--- src/rtl/pkt_tuple_extractor.sv ---
// IPv4 5-tuple extractor: parses a 32-bit word stream and queues {src,dst,proto,ports} in a small FIFO.
// Optional header checksum verification is enabled with `define HDR_CSUM_EN.
module pkt_tuple_extractor #(
    parameter int DEPTH = 4,
    parameter int CNT_W = 16
) (
    input  logic             clk,
    input  logic             rst_n,
    input  logic             s_valid,
    input  logic [31:0]      s_data,
    input  logic             s_last,
    output logic             s_ready,
    output logic             tuple_valid,
    input  logic             tuple_ready,
    output logic [71:0]      ip_protocol,
    output logic [15:0]      src_port,
    output logic [15:0]      dst_port,
    output logic [CNT_W-1:0] drop_count
);
    localparam int AW = $clog2(DEPTH);
    localparam int EW = 104;

    typedef enum logic [2:0] {W0, HDR, OPTS, L4, DRAIN} state_t;

    state_t      r_state, w_nxt;
    logic [3:0]  r_wi, r_ihl;
    logic [7:0]  r_proto;
    logic [31:0] r_src, r_dst;
    logic [AW:0] r_wptr, r_rptr;
    logic [EW-1:0] r_mem [DEPTH];
    logic [CNT_W-1:0] r_drop;

    logic w_acc, w_full, w_empty, w_pop, w_push, w_drop;
    logic w_l4proto, w_last_hdr, w_on_push, w_csum_ok;
    logic [31:0] w_dst, w_ports;
    logic [EW-1:0] w_entry;

    assign w_full  = (r_wptr[AW] != r_rptr[AW]) && (r_wptr[AW-1:0] == r_rptr[AW-1:0]);
    assign w_empty = (r_wptr == r_rptr);
    assign w_pop   = !w_empty && tuple_ready;

    assign w_l4proto  = (r_proto == 8'd6) || (r_proto == 8'd17);
    assign w_last_hdr = (r_state == HDR && r_wi == 4'd4 && r_ihl == 4'd5) ||
                        (r_state == OPTS && r_wi == r_ihl - 4'd1);
    // Push position depends only on registered state, so the stall never looks at s_data
    assign w_on_push  = (w_last_hdr && !w_l4proto) || (r_state == L4);
    assign s_ready    = !(w_on_push && w_full);
    assign w_acc      = s_valid && s_ready;

`ifdef HDR_CSUM_EN
    logic [15:0] r_csum, w_csum_base, w_csum_nxt;

    function automatic logic [15:0] f_add(input logic [15:0] a, input logic [15:0] b);
        logic [16:0] s;
        s = {1'b0, a} + {1'b0, b};
        return s[15:0] + {15'd0, s[16]};
    endfunction

    assign w_csum_base = (r_state == W0) ? 16'd0 : r_csum;
    assign w_csum_nxt  = f_add(f_add(w_csum_base, s_data[31:16]), s_data[15:0]);
    assign w_csum_ok   = (w_csum_nxt == 16'hFFFF);

    always_ff @(posedge clk or negedge rst_n) begin
        if (!rst_n)
            r_csum <= '0;
        else if (w_acc && (r_state == W0 || r_state == HDR || r_state == OPTS))
            r_csum <= w_csum_nxt;
    end
`else
    assign w_csum_ok = 1'b1;
`endif

    // dst_ip arrives on the push word itself when IHL=5 and there is no L4 header
    assign w_dst   = (r_state == HDR) ? s_data : r_dst;
    assign w_ports = (r_state == L4) ? s_data : 32'd0;
    assign w_entry = {r_src, w_dst, r_proto, w_ports};

    always_comb begin
        w_nxt  = r_state;
        w_push = 1'b0;
        w_drop = 1'b0;
        if (w_acc) begin
            case (r_state)
                W0: begin
                    if (s_data[31:28] != 4'd4 || s_data[27:24] < 4'd5) begin
                        w_drop = 1'b1;
                        w_nxt  = s_last ? W0 : DRAIN;
                    end else if (s_last) begin
                        w_drop = 1'b1;
                        w_nxt  = W0;
                    end else begin
                        w_nxt = HDR;
                    end
                end
                HDR, OPTS: begin
                    if (w_last_hdr) begin
                        if (!w_csum_ok) begin
                            w_drop = 1'b1;
                            w_nxt  = s_last ? W0 : DRAIN;
                        end else if (w_l4proto) begin
                            w_drop = s_last;
                            w_nxt  = s_last ? W0 : L4;
                        end else begin
                            w_push = 1'b1;
                            w_nxt  = s_last ? W0 : DRAIN;
                        end
                    end else if (s_last) begin
                        w_drop = 1'b1;
                        w_nxt  = W0;
                    end else if (r_state == HDR && r_wi == 4'd4) begin
                        w_nxt = OPTS;
                    end
                end
                L4: begin
                    w_push = 1'b1;
                    w_nxt  = s_last ? W0 : DRAIN;
                end
                DRAIN: begin
                    if (s_last) w_nxt = W0;
                end
                default: w_nxt = W0;
            endcase
        end
    end

    always_ff @(posedge clk or negedge rst_n) begin
        if (!rst_n) begin
            r_state <= W0;
            r_wi    <= '0;
            r_ihl   <= '0;
            r_proto <= '0;
            r_src   <= '0;
            r_dst   <= '0;
        end else begin
            r_state <= w_nxt;
            if (w_acc) begin
                if (r_state == W0) begin
                    r_wi  <= 4'd1;
                    r_ihl <= s_data[27:24];
                end else if (r_state == HDR || r_state == OPTS) begin
                    r_wi <= r_wi + 4'd1;
                end
                if (r_state == HDR) begin
                    if (r_wi == 4'd2) r_proto <= s_data[23:16];
                    if (r_wi == 4'd3) r_src   <= s_data;
                    if (r_wi == 4'd4) r_dst   <= s_data;
                end
            end
        end
    end

    always_ff @(posedge clk or negedge rst_n) begin
        if (!rst_n) begin
            r_wptr <= '0;
            r_rptr <= '0;
            for (int i = 0; i < DEPTH; i++) r_mem[i] <= '0;
        end else begin
            if (w_push) begin
                r_mem[r_wptr[AW-1:0]] <= w_entry;
                r_wptr <= r_wptr + 1'b1;
            end
            if (w_pop) r_rptr <= r_rptr + 1'b1;
        end
    end

    always_ff @(posedge clk or negedge rst_n) begin
        if (!rst_n)
            r_drop <= '0;
        else if (w_drop && !(&r_drop))
            r_drop <= r_drop + 1'b1;
    end

    assign tuple_valid = !w_empty;
    assign {ip_protocol, src_port, dst_port} = r_mem[r_rptr[AW-1:0]];
    assign drop_count = r_drop;
endmodule

--- config.mk ---
export PLATFORM = sky130hd
export DESIGN_NAME = pkt_tuple_extractor
export DESIGN_NICKNAME = d
export VERILOG_FILES = /design/src/rtl/pkt_tuple_extractor.sv
export SDC_FILE = /design/constraint.sdc
export NUM_CORES = 1
export LEC_CHECK = 0
export ABC_CLOCK_PERIOD_IN_PS = 3600
export CAP_MARGIN = 20
export CORE_ASPECT_RATIO = 1.2
export CORE_MARGIN = 10
export CORE_UTILIZATION = 45
export CTS_BUF_LIST = sky130_fd_sc_hd__clkbuf_16
export DETAILED_ROUTE_END_ITERATION = 8
export SLEW_MARGIN = 10
export SYNTH_ARGS = -nofsm -noshare
export SYNTH_HDL_FRONTEND = slang
export SYNTH_SLANG_ARGS = --single-unit
--- constraint.sdc ---
create_clock -name clk -period 3.6 [get_ports clk]
set_input_delay 0.54 -clock clk [delete_from_list [all_inputs] [get_ports clk]]
set_output_delay 0.54 -clock clk [all_outputs]
set_load 0.05 [all_outputs]
==> results of run 1 <==
==> stage by stage <==
stage               hold WS (ns)  cells  utilization
floorplan                  0.244   1727            -
global placement           0.455   2454        0.502
detailed placement         0.465   2454        0.502
CTS                        0.452   2551        0.533
global route               0.489   2551        0.533
finish                     0.455   2551        0.533
==> registers in the layout, indices dropped and copies added, names as in the netlist <==
register / flops
r_ihl: 4
r_proto: 8
r_state: 3
r_mem: 416
r_wptr: 3
drop_count: 16
r_dst: 32
r_src: 32
r_wi: 4
r_rptr: 3
==> power breakdown <==
part	switching (mW)	internal, mW	total (mW)
clock	2.23	2.73	4.97
sequential	0.214	5.97	6.18
combinational	1.20	0.873	2.07
==> Yosys cell counts, types with 2 or more instances <==
cell type / number / area share
dfrtp_1: 521 / 0.57
nand2_1: 297 / 0.049
o21ai_0: 249 / 0.055
mux2_2: 163 / 0.081
mux4_2: 104 / 0.10
clkbuf_1: 75 / 0.012
mux2_1: 38 / 0.019
mux2_4: 38 / 0.025
mux2i_1: 33 / 0.015
buf_2: 18 / 0.0040
nor3_1: 16 / 0.0035
xor2_1: 16 / 0.0062
buf_6: 13 / 0.0064
nand4_1: 13 / 0.0036
buf_1: 12 / 0.0020
o21ai_1: 12 / 0.0026
xnor2_1: 12 / 0.0046
ha_1: 11 / 0.0061
inv_1: 10 / 0.0017
and3_1: 7 / 0.0019
nand3_1: 7 / 0.0015
a21oi_1: 5 / 0.0011
nor2_1: 4 / 0.00066
nor4_1: 4 / 0.0011
o211ai_2: 4 / 0.0022
and2_1: 3 / 0.00083
buf_4: 3 / 0.00099
a32o_1: 2 / 0.00088
and4_1: 2 / 0.00077
and4bb_2: 2 / 0.0011
nand3b_1: 2 / 0.00066
nor2b_1: 2 / 0.00055
o31ai_1: 2 / 0.00066
==> worst max path at each step <==
stage	startpoint	slack [ns]	to	cells past startpoint
detailed placement	s_data[29]	0.49	drop_count[1]	8
floorplan	r_rptr[0]	0.81	dst_port[0]	4
CTS	r_rptr[1]	0.13	ip_protocol[37]	3
finish	r_rptr[1]	0.19	dst_port[1]	3
global route	r_state[0]	0.05	s_ready	6
global placement	s_data[29]	0.54	drop_count[1]	8
==> per-layer routing <==
metal | track usage | vias up | wire length, um
li1 | - | 6448 | -
met1 | 0.251 | 7224 | 25100
met2 | 0.315 | 268 | 27500
met3 | 0.0395 | 73 | 2590
met4 | 0.0503 | 0 | 1200
met5 | 0 | - | 0
==> worst register-to-register path, delay by kind of cell, from the launching register on <==
| family | cells | cell delay [ns] |
|---|---|---|
| compound gates | 2 | 0.32 |
| buf+inv | 2 | 0.45 |
| flops | 1 | 0.51 |
| mux | 1 | 0.39 |
| simple gates | 3 | 1.22 |
==> kinds of logic (layout without fill, tap and decap cells) <==
| kind of cell | count (synthesis) | after routing | synth area share |
|---|---|---|---|
| XOR/XNOR | 28 | 28 | 0.0108 |
| adder cells (fa/ha/maj) | 11 | 11 | 0.00606 |
| AND/OR/NAND/NOR | 370 | 370 | 0.0708 |
| flip-flops | 521 | 521 | 0.574 |
| AO/OA/AOI/OAI | 289 | 289 | 0.0683 |
| buffers and inverters | 132 | 312 | 0.0276 |
| multiplexers | 376 | 376 | 0.242 |
==> timing repair <==
item	4_1_cts	5_1_grt
gates resized for setup	0	0
hold buffers	1	0
endpoints found under the hold margin	36	0
==> layout make-up <==
| class | count | share of cell area |
|---|---|---|
| clock buffers | 55 | 0.0515 |
| clock inverters | 41 | 0.00627 |
| inverters | 11 | 0.00154 |
| multi-input cells | 1074 | 0.340 |
| flip-flops and latches | 521 | 0.488 |
| well taps | 644 | 0.0301 |
| repair buffers | 205 | 0.0823 |
==> results.sh, run 1 <==
export IMPL_period_minus_slack_ns=3.41
export IMPL_wl_mm=56.4
export IMPL_critPathKind="reg -> out"
export IMPL_yosysSeqAreaShare=0.574
export IMPL_r2r_setup_slack_ns=0.60
export IMPL_placed_cell_area_um2=25200
export IMPL_die_h_um=266
export IMPL_path_buf_inv=2
export IMPL_crit_fanout=28
export IMPL_max_stage_delay_ns=0.93
export IMPL_gp_congestion=0.878
export IMPL_ys_warn_count=0
export IMPL_critPathArrivalTime_ns=2.87
export IMPL_fin_area_um2=26700
export IMPL_grt_max_degree=107
export IMPL_multiInputGateArea_um2=9090
export IMPL_end_kind="primary output"
export IMPL_initial_core_util=0.453
export IMPL_num_rows=90
export IMPL_fmax_ghz=0.294
export IMPL_dr_pass1_iters=6
export IMPL_max_cap_viol_count=0
export IMPL_finalClockSkew_ns=0.0140
export IMPL_fillers=4215
export IMPL_worstMarginPinSlew_ns=0.693
export IMPL_cts_tree="done"
export IMPL_cts_sinks=521
export IMPL_cp_required_ns=3.06
export IMPL_r2r_end="r_src[19]"
export IMPL_dp_hpwl_mm=36.4
export IMPL_synthCells=1727
export IMPL_drt_iter0_drc=935
export IMPL_vias=14000
export IMPL_syn_num_nets=1775
export IMPL_cp_cell_sequence="buf_12, mux4_2, clkdlybuf4s50_1"
export IMPL_syn_area_um2=22700
export IMPL_yosysUniqueCellTypes=60
export IMPL_worstRegToRegCells=8
export IMPL_grt_pass1_vias=14800
export IMPL_cp_top_family="buffers and inverters"
export IMPL_die_x_um=225
export IMPL_cpMaxStageDelayCell="clkdlybuf4s50_1"
export IMPL_grt_overflow=0
export IMPL_setup_slack_ns=0.194
export IMPL_core_um2=50100
export IMPL_cts_max_level=2
export IMPL_vdd_drop_max_uv=541
export IMPL_ios=159
export IMPL_fin_setup_tns_ns=0
export IMPL_diodes=0
export IMPL_ff_latch_area_um2=13000
export IMPL_synth_flop_cell="dfrtp_1"
export IMPL_synth_ff_latch_count=521
export IMPL_numCtsBuffers=54
export IMPL_rsz0062_at_grt="no"
export IMPL_cts_setup_buffers=0
export IMPL_syn_mean_instance_area_um2=13.2
export IMPL_area_growth_syn_to_layout_pct=17.7
export IMPL_clk_pin_slew_ns=0.06
export IMPL_post_route_period_util=0.946
export IMPL_layout_cells_most_common_list="dfrtp_1, nand2_1, o21ai_0"
export IMPL_clkLatencyLatePin_ns=0.60
export IMPL_viasPerCell=5.49
export IMPL_leakagePower_nw=12.5
export IMPL_status="complete, no violations"
export IMPL_fin_nets=1915
export IMPL_postSynth_asyncResetShare=1.00
export IMPL_detail_route_antenna_nets=0
export IMPL_relSlewSlack=0.537
export IMPL_cp_start_kind="register"
export IMPL_cts_root_buf="clkbuf_16"
export IMPL_rr_startpoint="r_state[0]"
export IMPL_synth_edf_count=0
export IMPL_die_area_um2=59900
export IMPL_clockBufferDepth=3
export IMPL_mostFrequentLayoutCell="dfrtp_1"
export IMPL_routedWlPerCell_um=22.1
export IMPL_p_total_mw=13.2
export IMPL_grt_pass1_wl_mm=88.4
export IMPL_setup_viol=0
export IMPL_drc=0
export IMPL_p_per_area_nw_per_um2=494
export IMPL_hold_class="in -> async"
export IMPL_pre_cts_ws_ns=0.489
export IMPL_track_usage=0.190
export IMPL_antenna_found_initial=0
export IMPL_drive_above_1_share=0.231
export IMPL_finalHoldViolCount=0
export IMPL_portBuffers=158
export IMPL_finalMaxSlewViolations=0
(Power assumes the default switching activity.)
==> run 2: changes to the inputs <==
--- a/config.mk
+++ b/config.mk
@@ -7,11 +7,13 @@
 export LEC_CHECK = 0
 export ABC_CLOCK_PERIOD_IN_PS = 3600
 export CAP_MARGIN = 20
-export CORE_ASPECT_RATIO = 1.2
+export CORE_ASPECT_RATIO = 1.75
 export CORE_MARGIN = 10
-export CORE_UTILIZATION = 45
+export CORE_UTILIZATION = 50
 export CTS_BUF_LIST = sky130_fd_sc_hd__clkbuf_16
 export DETAILED_ROUTE_END_ITERATION = 8
+export PLACE_DENSITY = 0.69
+export SKIP_CTS_REPAIR_TIMING = 1
 export SLEW_MARGIN = 10
 export SYNTH_ARGS = -nofsm -noshare
 export SYNTH_HDL_FRONTEND = slang
==> results.sh, run 2 (synthesized netlist as in run 1, its figures left out) <==
export IMPL_finalClockSkew_ns=0.0124
export IMPL_max_cap_viol_count=0
export IMPL_critPathKind="reg -> out"
export IMPL_cp_cell_sequence="buf_12, mux4_2, clkdlybuf4s50_1"
export IMPL_mostFrequentLayoutCell="dfrtp_1"
export IMPL_antenna_found_initial=0
export IMPL_grt_overflow=0
export IMPL_dr_pass1_iters=5
export IMPL_placed_cell_area_um2=25100
export IMPL_clockBufferDepth=3
export IMPL_diodes=0
export IMPL_die_h_um=302
export IMPL_grt_pass1_wl_mm=90.1
export IMPL_fin_setup_tns_ns=0
export IMPL_drt_iter0_drc=942
export IMPL_status="complete, no violations"
export IMPL_p_total_mw=13.0
export IMPL_dp_hpwl_mm=37.0
export IMPL_cts_max_level=2
export IMPL_die_area_um2=54700
export IMPL_viasPerCell=5.78
export IMPL_fin_area_um2=26600
export IMPL_die_x_um=181
export IMPL_end_kind="primary output"
export IMPL_clk_pin_slew_ns=0.06
export IMPL_detail_route_antenna_nets=0
export IMPL_cts_root_buf="clkbuf_16"
export IMPL_hold_class="in -> async"
export IMPL_wl_mm=57.0
export IMPL_finalMaxSlewViolations=0
export IMPL_track_usage=0.208
export IMPL_core_um2=45000
export IMPL_rsz0062_at_grt="no"
export IMPL_cp_required_ns=3.06
export IMPL_num_rows=103
export IMPL_cts_tree="done"
export IMPL_largest_reg_flops=416
export IMPL_drive_above_1_share=0.235
export IMPL_gp_congestion=0.839
export IMPL_routedWlPerCell_um=23.1
export IMPL_cpMaxStageDelayCell="clkdlybuf4s50_1"
export IMPL_fin_nets=1905
export IMPL_whs_ns=0.0319
export IMPL_crit_fanout=29
export IMPL_area_growth_syn_to_layout_pct=16.9
export IMPL_vias=14300
export IMPL_max_stage_delay_ns=0.73
export IMPL_cts_sinks=521
export IMPL_period_minus_slack_ns=3.40
export IMPL_clkLatencyLatePin_ns=0.56
export IMPL_vdd_drop_max_uv=404
export IMPL_ios=159
export IMPL_setup_viol=0
export IMPL_grt_max_degree=112
export IMPL_drc=0
export IMPL_post_route_period_util=0.944
export IMPL_relSlewSlack=0.337
export IMPL_layout_cells_most_common_list="dfrtp_1, nand2_1, o21ai_0"
export IMPL_portBuffers=158
export IMPL_regMostFlops="r_mem"
export IMPL_leakagePower_nw=12.4
export IMPL_grt_pass1_vias=15500
export IMPL_initial_core_util=0.505
export IMPL_numCtsBuffers=48
export IMPL_reg_top3="r_mem x416, r_dst x32, r_src x32"
export IMPL_finalHoldViolCount=0
export IMPL_path_buf_inv=2
export IMPL_cp_top_family="buffers and inverters"
export IMPL_critPathArrivalTime_ns=2.86
export IMPL_cp_start_kind="register"
export IMPL_p_per_area_nw_per_um2=491
export IMPL_fmax_ghz=0.294
export IMPL_worstMarginPinSlew_ns=0.995
==> run 2: cell types whose count changed in the layout (fill, tap and decap cells not counted), sizes merged <==
cell / change
inv: -10
dlygate4sd3: -1
clkdlybuf4s50: -3
bufinv: +2
clkinvlp: +4
clkbuf: -6
==> run 2: layout make-up <==
cell class,count,area (um2)
fill,3567,18400
sequential,521,13000
multi-input combinational,1074,9090
timing repair buffer,201,2200
clock buffer,49,1230
tap,577,722
clock inverter,37,233
inverter,11,41.3
==> run 2: worst paths after layout <==
| path | from | end | slack [ns] | cells past startpoint |
|---|---|---|---|---|
| min in group clk | r_mem[326] | r_mem[326] | 0.48 | 2 |
| min | rst_n | r_mem[302] | 0.03 | 1 |
| max | r_rptr[0] | ip_protocol[26] | 0.20 | 3 |
| min reg2reg | r_mem[326] | r_mem[326] | 0.48 | 2 |
| max in group asynchronous | rst_n | r_mem[68] | 2.60 | 2 |
| max reg2reg | r_proto[3] | r_mem[387] | 0.63 | 6 |
==> run 2: where the power goes <==
part | switching, mW | total (mW) | leakage, nW | internal (mW)
clock network | 2.19 | 4.80 | 0.744 | 2.61
logic | 1.24 | 2.11 | 4.45 | 0.871
registers | 0.163 | 6.13 | 7.20 | 5.96
==> run 2: stage by stage <==
step | worst slack [ns] | util | std cells
finish | 0.203 | 0.591 | 2470
floorplan | 0.805 | - | 1727
detailed placement | 0.582 | 0.558 | 2384
CTS | 0.136 | 0.591 | 2470
global placement | 0.628 | 0.558 | 2384
global route | 0.0957 | 0.591 | 2470
==> run 2: layer usage <==
layer / global-route usage / part of all wire
met1: 0.246 / 0.39
met2: 0.369 / 0.52
met3: 0.0327 / 0.041
met4: 0.0911 / 0.044
met5: 0 / 0
==> run 3: changes to the inputs <==
--- a/config.mk
+++ b/config.mk
@@ -5,14 +5,14 @@
 export SDC_FILE = /design/constraint.sdc
 export NUM_CORES = 1
 export LEC_CHECK = 0
-export ABC_CLOCK_PERIOD_IN_PS = 3600
+export ABC_CLOCK_PERIOD_IN_PS = 2800
 export CAP_MARGIN = 20
 export CORE_ASPECT_RATIO = 1.75
 export CORE_MARGIN = 10
 export CORE_UTILIZATION = 50
 export CTS_BUF_LIST = sky130_fd_sc_hd__clkbuf_16
 export DETAILED_ROUTE_END_ITERATION = 8
-export PLACE_DENSITY = 0.69
+export PLACE_DENSITY = 0.72
 export SKIP_CTS_REPAIR_TIMING = 1
 export SLEW_MARGIN = 10
 export SYNTH_ARGS = -nofsm -noshare
==> constraint.sdc (replaced) <==
create_clock -name clk -period 2.8 [get_ports clk]
set_input_delay 0.42 -clock clk [delete_from_list [all_inputs] [get_ports clk]]
set_output_delay 0.42 -clock clk [all_outputs]
set_load 0.05 [all_outputs]
==> results.sh, run 3 (synthesized netlist as in run 1, its figures left out) <==
export IMPL_track_usage=0.204
export IMPL_vias=14500
export IMPL_die_h_um=302
export IMPL_relSlewSlack=0.542
export IMPL_rr_startpoint="r_wi[0]"
export IMPL_p_per_area_nw_per_um2=642
export IMPL_setup_viol=1
export IMPL_placed_cell_area_um2=25000
export IMPL_regMostFlops="r_mem"
export IMPL_worstRegToRegCells=10
export IMPL_post_route_period_util=1.05
export IMPL_cp_cell_sequence="inv_2, ha_4, xnor2_2, nor4_4, nand4_1, a21oi_4, inv_2, buf_8, buf_8"
export IMPL_portBuffers=158
export IMPL_drt_iter0_drc=1102
export IMPL_end_kind="primary output"
export IMPL_drc=0
export IMPL_finalMaxSlewViolations=0
export IMPL_num_rows=103
export IMPL_status="finished with violations"
export IMPL_clockBufferDepth=3
export IMPL_mostFrequentLayoutCell="dfrtp_1"
export IMPL_fin_area_um2=26700
export IMPL_core_um2=45000
export IMPL_clkLatencyLatePin_ns=0.57
export IMPL_cts_root_buf="clkbuf_16"
export IMPL_fmax_ghz=0.340
export IMPL_critPathKind="reg -> out"
export IMPL_detail_route_antenna_nets=0
export IMPL_reg_top3="r_mem x416, r_dst x32, r_src x32"
export IMPL_antenna_found_initial=1
export IMPL_area_growth_syn_to_layout_pct=17.6
export IMPL_max_cap_viol_count=0
export IMPL_cpMaxStageDelayCell="dfrtp_1"
export IMPL_ios=159
export IMPL_die_area_um2=54700
export IMPL_vdd_drop_max_uv=593
export IMPL_dp_hpwl_mm=36.1
export IMPL_numCtsBuffers=47
export IMPL_wl_mm=57.2
export IMPL_fin_nets=1929
export IMPL_cp_required_ns=2.38
export IMPL_drive_above_1_share=0.298
export IMPL_die_x_um=181
export IMPL_diodes=0
export IMPL_failed_checks="negative setup slack"
export IMPL_gp_congestion=0.838
export IMPL_period_minus_slack_ns=2.94
export IMPL_grt_pass1_wl_mm=88.6
export IMPL_crit_fanout=8
export IMPL_cp_start_kind="register"
export IMPL_clk_pin_slew_ns=0.07
export IMPL_rsz0062_at_grt="yes"
export IMPL_hold_class="in -> async"
export IMPL_setup_slack_ns=-0.138
export IMPL_routedWlPerCell_um=22.9
export IMPL_r2r_end="r_dst[9]"
export IMPL_grt_max_degree=107
export IMPL_worstMarginPinSlew_ns=0.687
export IMPL_viasPerCell=5.79
export IMPL_grt_overflow=0
export IMPL_dr_pass1_iters=5
export IMPL_leakagePower_nw=12.8
export IMPL_max_stage_delay_ns=0.40
export IMPL_finalHoldViolCount=0
export IMPL_cts_sinks=521
export IMPL_critPathArrivalTime_ns=2.52
export IMPL_initial_core_util=0.505
export IMPL_layout_cells_most_common_list="dfrtp_1, nand2_1, o21ai_0"
export IMPL_cts_max_level=2
export IMPL_finalClockSkew_ns=0.0183
export IMPL_largest_reg_flops=416
export IMPL_pre_cts_ws_ns=0.117
export IMPL_cts_tree="done"
export IMPL_grt_pass1_vias=15300
export IMPL_p_total_mw=17.1
export IMPL_r2r_setup_slack_ns=0.05
[run 3: power breakdown]
| part | total, mW | switching, mW | internal, mW | leakage, nW |
|---|---|---|---|---|
| Combinational | 3.20 | 1.80 | 1.41 | 4.87 |
| Sequential | 7.84 | 0.168 | 7.67 | 7.20 |
| Clock | 6.10 | 2.78 | 3.33 | 0.736 |
[run 3: how the worst max path moves through the flow]
stage | startpoint | endpoint | slack (ns) | cells after the start
after floorplan | r_rptr[0] | dst_port[0] | 0.13 | 4
after global placement | r_proto[5] | r_dst[13] | 0.18 | 7
after detailed placement | r_proto[5] | r_dst[23] | 0.12 | 7
after CTS | r_ihl[1] | s_ready | -0.35 | 9
after global routing | r_ihl[1] | s_ready | -0.26 | 9
final | r_ihl[1] | s_ready | -0.14 | 9
[run 3: critical path, delay by kind of cell, from the launching register on]
| family | cells | cell delay (ns) |
|---|---|---|
| AND/OR/NAND/NOR | 2 | 0.58 |
| buffers and inverters | 4 | 0.43 |
| XOR/XNOR | 1 | 0.15 |
| AO/OA/AOI/OAI | 1 | 0.19 |
| flip-flops | 1 | 0.40 |
| adder cells (fa/ha/maj) | 1 | 0.20 |
[run 3: final cells by class]
| cell class | instances | area (um2) |
|---|---|---|
| Timing Repair Buffer | 226 | 2320 |
| Sequential cell | 521 | 13000 |
| Tap cell | 577 | 722 |
| Clock inverter | 39 | 253 |
| Inverter | 11 | 41.3 |
| Multi-Input combinational cell | 1074 | 9150 |
| Fill cell | 3480 | 18300 |
| Clock buffer | 47 | 1180 |
[run 3: metrics by stage]
step,cells,hold slack (ns),TNS (ns),util
3_3_place_gp,2396,0.369,0,0.555
3_5_place_dp,2396,0.372,0,0.555
6_report,2495,0.349,-0.138,0.594
4_1_cts,2482,-0.247,-10.58,0.587
5_1_grt,2495,0.379,-0.970,0.594
2_1_floorplan,1727,0.124,0,-
[run 3: metal layers]
metal | vias up | track usage | routed length (um) | share of wire
li1 | 6487 | - | - | -
met1 | 7493 | 0.243 | 22100 | 0.39
met2 | 387 | 0.356 | 29600 | 0.52
met3 | 89 | 0.0350 | 2840 | 0.050
met4 | 2 | 0.0919 | 2540 | 0.044
met5 | - | 0 | 13 | 0.00023
